===== config.mk =====
export PLATFORM = sky130hd
export DESIGN_NAME = codec_init_seq
export DESIGN_NICKNAME = d
export VERILOG_FILES = /design/src/rtl/codec_init_seq.sv
export SDC_FILE = /design/constraint.sdc
export NUM_CORES = 1
export LEC_CHECK = 0
export CORE_UTILIZATION = 45
export DETAILED_ROUTE_END_ITERATION = 12
export PLACE_DENSITY = 0.69
export SLEW_MARGIN = 10
export SYNTH_ARGS = -nofsm -noshare
export SYNTH_HDL_FRONTEND = slang
export SYNTH_SLANG_ARGS = --single-unit

===== constraint.sdc =====
create_clock -name clk -period 3.1 [get_ports clk]
set_input_delay 0.775 -clock clk [delete_from_list [all_inputs] [get_ports clk]]
set_output_delay 0.775 -clock clk [all_outputs]
set_load 0.01 [all_outputs]

===== src/rtl/codec_init_seq.sv =====
// codec_init_seq: power-up register-write sequencer for a WM8731 audio codec.
// Walks a fixed table of 16-bit {reg, data} words and hands each one to the
// downstream i2c master as a 24-bit {device address, word} transfer. A NACK or a
// missing completion is retried a bounded number of times before the sequence
// gives up and flags error. A clean run ends with the sticky done flag set.
module codec_init_seq #(
    parameter logic [7:0] DEV_ADDR    = 8'h34,
    parameter int         NUM_REGS    = 11,
    parameter int         SETTLE_CYC  = 50000,
    parameter int         GAP_CYC     = 500,
    parameter int         MAX_RETRY   = 3,
    parameter int         TIMEOUT_CYC = 100000
) (
    input  logic        clk,
    input  logic        reset_n,
    input  logic        start,
    input  logic        i2c_idle,
    input  logic        i2c_done_tick,
    input  logic        i2c_fail,
    output logic [23:0] i2c_din,
    output logic        wr_i2c,
    output logic        busy,
    output logic        done,
    output logic        error,
    output logic [3:0]  reg_idx
);

    // One shared counter serves settle, gap and timeout, so it is sized for the longest.
    localparam int CNT_MAX_A = (SETTLE_CYC > TIMEOUT_CYC) ? SETTLE_CYC : TIMEOUT_CYC;
    localparam int CNT_MAX   = (CNT_MAX_A > GAP_CYC) ? CNT_MAX_A : GAP_CYC;
    localparam int CNT_W     = $clog2(CNT_MAX + 1);
    localparam int RETRY_W   = (MAX_RETRY < 1) ? 1 : $clog2(MAX_RETRY + 1);

    localparam logic [CNT_W-1:0]   SETTLE_LAST  = CNT_W'(SETTLE_CYC - 1);
    localparam logic [CNT_W-1:0]   GAP_LAST     = CNT_W'(GAP_CYC - 1);
    localparam logic [CNT_W-1:0]   TIMEOUT_LAST = CNT_W'(TIMEOUT_CYC - 1);
    localparam logic [RETRY_W-1:0] RETRY_LIMIT  = RETRY_W'(MAX_RETRY);
    localparam logic [3:0]         IDX_LAST     = 4'(NUM_REGS - 1);

    typedef enum logic [2:0] {
        S_IDLE,
        S_SETTLE,
        S_ISSUE,
        S_WAIT,
        S_CHECK,
        S_GAP
    } state_t;

    state_t               state_reg,  state_next;
    logic [CNT_W-1:0]     cnt_reg,    cnt_next;
    logic [3:0]           idx_reg,    idx_next;
    logic [RETRY_W-1:0]   retry_reg,  retry_next;
    logic                 fail_reg,   fail_next;
    logic                 done_reg,   done_next;
    logic                 error_reg,  error_next;
    logic                 wr_reg,     wr_next;
    logic [23:0]          din_reg,    din_next;

    // Codec configuration words, {7-bit register, 9-bit data}.
    function automatic logic [15:0] table_word(input logic [3:0] idx);
        case (idx)
            4'd0:    table_word = 16'h1E00;  // reset
            4'd1:    table_word = 16'h0017;  // left line in
            4'd2:    table_word = 16'h0217;  // right line in
            4'd3:    table_word = 16'h0479;  // left headphone out
            4'd4:    table_word = 16'h0679;  // right headphone out
            4'd5:    table_word = 16'h0812;  // analogue path
            4'd6:    table_word = 16'h0A00;  // digital path
            4'd7:    table_word = 16'h0C00;  // power down control
            4'd8:    table_word = 16'h0E02;  // digital audio interface format
            4'd9:    table_word = 16'h1000;  // sampling control
            4'd10:   table_word = 16'h1201;  // activate
            default: table_word = 16'h0000;
        endcase
    endfunction

    // Next-state and datapath decisions; i2c_din is loaded on every entry to ISSUE
    // so it is already stable in the cycle before the write strike.
    always_comb begin
        state_next = state_reg;
        cnt_next   = cnt_reg;
        idx_next   = idx_reg;
        retry_next = retry_reg;
        fail_next  = fail_reg;
        done_next  = done_reg;
        error_next = error_reg;
        din_next   = din_reg;
        wr_next    = 1'b0;
        case (state_reg)
            S_IDLE: begin
                if (start) begin
                    state_next = S_SETTLE;
                    done_next  = 1'b0;
                    error_next = 1'b0;
                    idx_next   = 4'd0;
                    retry_next = '0;
                    cnt_next   = '0;
                end
            end
            S_SETTLE: begin
                if (cnt_reg == SETTLE_LAST) begin
                    state_next = S_ISSUE;
                    din_next   = {DEV_ADDR, table_word(idx_reg)};
                end else begin
                    cnt_next = cnt_reg + 1'b1;
                end
            end
            S_ISSUE: begin
                if (i2c_idle) begin
                    wr_next    = 1'b1;
                    cnt_next   = '0;
                    state_next = S_WAIT;
                end
            end
            S_WAIT: begin
                // A completion in the same cycle as the timeout takes priority.
                if (i2c_done_tick) begin
                    fail_next  = i2c_fail;
                    state_next = S_CHECK;
                end else if (cnt_reg == TIMEOUT_LAST) begin
                    fail_next  = 1'b1;
                    state_next = S_CHECK;
                end else begin
                    cnt_next = cnt_reg + 1'b1;
                end
            end
            S_CHECK: begin
                if (fail_reg) begin
                    if (retry_reg < RETRY_LIMIT) begin
                        retry_next = retry_reg + 1'b1;
                        cnt_next   = '0;
                        state_next = S_GAP;
                    end else begin
                        error_next = 1'b1;
                        state_next = S_IDLE;
                    end
                end else if (idx_reg == IDX_LAST) begin
                    done_next  = 1'b1;
                    state_next = S_IDLE;
                end else begin
                    idx_next   = idx_reg + 4'd1;
                    retry_next = '0;
                    cnt_next   = '0;
                    state_next = S_GAP;
                end
            end
            S_GAP: begin
                if (cnt_reg == GAP_LAST) begin
                    state_next = S_ISSUE;
                    din_next   = {DEV_ADDR, table_word(idx_reg)};
                end else begin
                    cnt_next = cnt_reg + 1'b1;
                end
            end
            default: state_next = S_IDLE;
        endcase
    end

    // State and datapath registers; reset aborts any transfer in flight.
    always_ff @(posedge clk or negedge reset_n) begin
        if (!reset_n) begin
            state_reg <= S_IDLE;
            cnt_reg   <= '0;
            idx_reg   <= 4'd0;
            retry_reg <= '0;
            fail_reg  <= 1'b0;
            done_reg  <= 1'b0;
            error_reg <= 1'b0;
            wr_reg    <= 1'b0;
            din_reg   <= 24'd0;
        end else begin
            state_reg <= state_next;
            cnt_reg   <= cnt_next;
            idx_reg   <= idx_next;
            retry_reg <= retry_next;
            fail_reg  <= fail_next;
            done_reg  <= done_next;
            error_reg <= error_next;
            wr_reg    <= wr_next;
            din_reg   <= din_next;
        end
    end

    assign i2c_din = din_reg;
    assign wr_i2c  = wr_reg;
    assign busy    = (state_reg != S_IDLE);
    assign done    = done_reg;
    assign error   = error_reg;
    assign reg_idx = idx_reg;

endmodule

# [Word-level counts from Yosys, hierarchy flattened]
# Memory sizes are Yosys's and may differ from the RTL's.
# Cells that the tools add are included.
[classes] addsub=3 order_cmp=1 eq_ne=25 n_mux=43 reduce_logical=14
[ops] operator="$mux W17" n=9
[ops] operator="$pmux W17 S6" n=1
[ops] operator="$mux W24" n=2
[ops] operator="$pmux W24 S2" n=1
[ops] operator="$mux W3" n=9
[ops] operator="$ne A2 B2 Y1 const B" n=13
[ops] operator="$pmux W3 S6" n=1
[ops] operator="$add A17 B1 Y17 const B" n=1
[ops] operator="$eq A17 B16 Y1 const B" n=1
[ops] operator="$eq A17 B17 Y1 const B" n=1
[ops] operator="$eq A17 B9 Y1 const B" n=1
[ops] operator="$reduce_and A4 Y1" n=4
[ops] operator="$mux W4" n=3
[ops] operator="$mux W1" n=9
[ops] operator="$ne A3 B3 Y1 const B" n=3
[ops] operator="$reduce_and A9 Y1" n=1
[ops] operator="$mux W2" n=4
[ops] operator="$pmux W4 S2" n=1
[ops] operator="$eq A3 B2 Y1 const B" n=2
[ops] operator="$eq A3 B3 Y1 const B" n=2
[ops] operator="$reduce_bool A2 Y1" n=3
[ops] operator="$reduce_bool A6 Y1" n=1
[ops] operator="$reduce_and A5 Y1" n=1
[ops] operator="$add A4 B1 Y4 const B" n=1
[ops] operator="10 further kinds" n=11
[word_totals] reg_bits=54 romBits=352 inputBits=6 out_inout_bits=32 word_cells=97 mem_count=2
[mem_list] memory="(no name shown)" words=16 word_bits=11 read_ports=1 rd_ports_with_merged_regs=0 wr=0 line="61" text="case (idx)"
[mem_list] memory="(no name shown)" words=16 word_bits=11 read_ports=1 rd_ports_with_merged_regs=0 wr=0 line="61"

# [Longest topological paths before layout]
[depth] ltp_word=4 depth_mapped=9

# [Worst setup path after synthesis]
# No wires, ideal clock.
[synth_path] path_kind="register -> register" from="reg cnt_reg[13]" to="reg din_reg[12] (netlist: i2c_din[12])" setup_time_ps=125 arrival_time_ps=1919 slack_ps=1056 stages_incl_launch_ff=7 path_buffers=1 period_less_slack_ps=2044 cell_sequence="dfrtp_1 -> or3_4 -> nor4b_4 -> and4_1 -> a32o_2 -> buf_6 -> mux2_4"
[synth_via] elab_chain_len=3
[synth_lines] item="start: declaration" line="50" text="logic [CNT_W-1:0] cnt_reg, cnt_next;"
[synth_lines] item="start signal: assignment" line="173" text="cnt_reg <= cnt_next;"
[synth_lines] item="$eq A17 B9 Y1 or $eq A17 B16 Y1 (tied branches)" line="148, 101"
[synth_lines] item="$ne A2 B2 Y1 (no line)"
[synth_lines] item="$reduce_and A3 Y1 (no line) *"
[synth_lines] item="end signal: assignment" line="180" text="din_reg <= din_next;"
[synth_lines] item="end: declaration" line="57" text="logic [23:0] din_reg, din_next;"
# Every way passes the cells marked *; elsewhere a longest branch is shown, timed or not.
# A chain may end at the register's enable or synchronous reset.

# [Final worst setup path]
[layout_path] from="reg state_reg[2]" to="out busy"
[layout_via] elab_chain_len=1
[layout_lines] item="start: declaration" line="49" text="state_t state_reg, state_next;"
[layout_lines] item="start signal: assignment" line="172" text="state_reg <= state_next;"
[layout_lines] item="$reduce_bool A3 Y1" line="186" text="assign busy = (state_reg != S_IDLE);"
[layout_lines] item="end: declaration" line="22" text="output logic busy,"
# Every way passes these cells.

==> impl_metrics.toml <==
[clocking]
ctsResizeCount = 0
clockBufferDepth = 2
post_cts_buffers = 0
clock_latency_ns = 0.29
cts.hold.buffers_added = 0
cts.sinks = 40
htreeDepth = 2
cts_made_buffers = 5
cts_tree = "done"
clkTransAtPathRegs_ns = 0.08
clock-root-buffer = "clkbuf_8"

[timing]
setup_viol = 0
layout_min_cycle_time_ns = 2.512
fin_setup_tns_ns = 0
hold-worst-slack_ns = 0.5090
setup_slack_ns = 0.5880
slew_violations = 0
finalHoldViolCount = 0
rsz0062_at_grt = "no"
fin_skew_ns = 0.005463
fin_crit_sh_pct = 81.03
worst_pin_slew_ns = 0.9322
max_slew_margin_pct = 37.85
fmax_mhz = 398.1

[outcome]
status = "finished clean"

[grt]
globalRouteMet2Util_pct = 28.93
grt_remaining_overflow = 0
grt_max_degree = 41
antenna_found_initial = 0
use_met3_pct = 3.882
use_met1_pct = 27.67
grt.busiest_layer = "met2"
grt_pass1_wl_um = 8307
grt_pass1_vias = 1760
track_usage_pct = 19.29

[floorplan]
die_h_um = 74.88
io_pins = 38
fp-row-count = 26
start_util_pct = 46.79
die_width_um = 74.88
dieArea_mm2 = 0.005606
core_mm2 = 0.005107

[setup_path]
worst-setup-path-type = "register to output port"
max_stage_delay_ns = 0.56
crit_cells = 3
critPathTopFamily = "buffers and inverters"
reg2reg_depth = 5
crit_chain = "inv_1, nand2_1, clkdlybuf4s50_1"
reg2reg_slack_ns = 0.66
r2r_start = "cnt_reg[13]"
cp_slowest_cell = "dfrtp_1"
critPathBufInv = 2
crit_required_ns = 2.32
worstPathMaxFanout = 12
regToRegEndpoint = "i2c_din[6]"
end_kind = "output port"
arrival_ns = 1.74
startpoint_type = "register"

[placement]
port_buffers = 27
placed_area_mm2 = 0.002606
place.gp.congestion = 0.8014
place_ws_ns = 0.5430
hpwl_um = 3308

[final_layout]
fillers = 481
finalInstanceArea_mm2 = 0.002735
area_growth_syn_to_layout_pct = 14.45
drive_gt1_share_pct = 7.473
diodes = 0
nets = 293
multi_input_area_mm2 = 0.001215
regArea_mm2 = 0.001001
largest_reg_flops = 17

[min_path]
min-delay-start = "i2c_din[4]"
min_to = "i2c_din[4]"
min_delay_path_depth = 1
hold_path_class = "register to register"

[route]
first_pass_iters = 5
avgRoutedWirePerCell_um = 14.36
drtIter0Drc = 130
antenna_left = 0
vias = 1955
drc = 0
routed_wl_um = 5040
vias_per_cell = 5.570

[power_and_ir_drop]
cellPowerDensity_mw_per_mm2 = 401.4
peakVddDrop_mv = 0.2468
p_total_mw = 1.098
leakagePower_nw = 1.140

[yosys]
yosys.area_share.simple_pct = 22.30
ys_warn_count = 0
synth_compound_area_share_pct = 18.80
synth_seq_cells = 40
synthCells = 265
synthAdderAreaFrac_pct = 3.141
muxShareOfSynthArea_pct = 3.927
netlist.area_leader.share_pct = 41.88
synthXorXnorAreaFrac_pct = 1.099
synth_top_family_by_area = "simple AND/OR/NAND/NOR gates"
synth_cell_type_count = 46
ys_seq_area_share_pct = 41.88
synth_area_per_cell_um2 = 9.018
synth.largest_area_cell = "dfrtp_1"
netlist_area_mm2 = 0.002390
ys_top_cells_by_area = "dfrtp_1 (42%), o31ai_1 (5.0%), nor2_1 (4.9%), buf_4 (4.7%), o21ai_0 (4.4%)"

[job]
max_cap_viol_count = 0
[metal layers]
layer	part of all wire, %	routed length [um]
met5	0	0
met4	1.2	59
met3	3.8	192
met2	43	2186
met1	52	2603
[cell usage in the layout, fill, tap and decap left out, drive strengths merged, types with 5 or more instances in the layout]
| master | Yosys | routed |
|---|---|---|
| nand2 | 19 | 19 |
| o21ai | 22 | 22 |
| a21oi | 16 | 16 |
| nand3 | 11 | 11 |
| dfrtp | 40 | 40 |
| conb | 1 | 10 |
| o31ai | 16 | 16 |
| clkbuf | 8 | 5 |
| a31oi | 8 | 8 |
| and3 | 7 | 7 |
| nor2 | 31 | 31 |
| mux2 | 5 | 5 |
| clkdlybuf4s50 | 0 | 26 |
| nand3b | 5 | 5 |
| ha | 6 | 6 |
| inv | 8 | 8 |
[logic make-up (layout without fill, tap and decap cells)]
group | after synthesis | after routing
simple gates | 100 | 100
compound gates | 71 | 71
flops | 40 | 40
buf+inv | 36 | 43
mux | 8 | 8
fa+ha+maj | 6 | 6
xor+xnor | 3 | 3
other cells | 1 | 10
[worst max path at each step]
stage | start | endpoint | slack (ns)
global route | cnt_reg[0] | cnt_reg[7] | 0.48
CTS | state_reg[2] | busy | 0.60
global placement | start | cnt_reg[9] | 0.55
floorplan | cnt_reg[13] | i2c_din[12] | 1.06
finish | state_reg[2] | busy | 0.59
detailed placement | start | cnt_reg[8] | 0.54
[stage by stage]
step | utilization [%] | cells
finish | 53.55 | 351
detailed placement | 51.03 | 344
floorplan | - | 274
CTS | 53.55 | 351
global route | 53.55 | 351
global placement | 51.03 | 344
[Yosys cell counts (all sizes together)]
| master | count |
|---|---|
| o311ai | 1 |
| o31ai | 16 |
| a31oi | 8 |
| nand2 | 19 |
| nor2 | 31 |
| or4 | 1 |
| a21oi | 16 |
| and3 | 7 |
| or3 | 1 |
| nor3b | 1 |
| buf | 20 |
| nor4b | 1 |
| nand2b | 3 |
| a32o | 1 |
| a211oi | 1 |
| conb | 1 |
| mux2i | 3 |
| clkbuf | 8 |
| nand4b | 1 |
| nand3b | 5 |
| nor2b | 4 |
| nand4bb | 1 |
| or2 | 1 |
| o41ai | 4 |
| nand3 | 11 |
| inv | 8 |
| nor4 | 4 |
| o32ai | 1 |
| mux2 | 5 |
| o32a | 1 |
| nor3 | 3 |
| xor2 | 2 |
| xnor2 | 1 |
| ha | 6 |
| o21ai | 22 |
| and2 | 1 |
| dfrtp | 40 |
| nand4 | 2 |
| and4 | 3 |
[layout make-up]
| cell class | count | area share (%) |
|---|---|---|
| inverters | 8 | 1.098 |
| clock buffers | 5 | 2.516 |
| multi-input cells | 198 | 44.42 |
| flip-flops and latches | 40 | 36.60 |
| well taps | 70 | 3.202 |
| clock inverters | 2 | 2.196 |
| repair buffers | 28 | 9.973 |
[where the power goes]
part,internal (mW),switching (mW)
Sequential,0.526,0.00929
Combinational,0.0249,0.0387
Clock,0.317,0.182
Note: power is estimated with default switching activity, not from simulation.
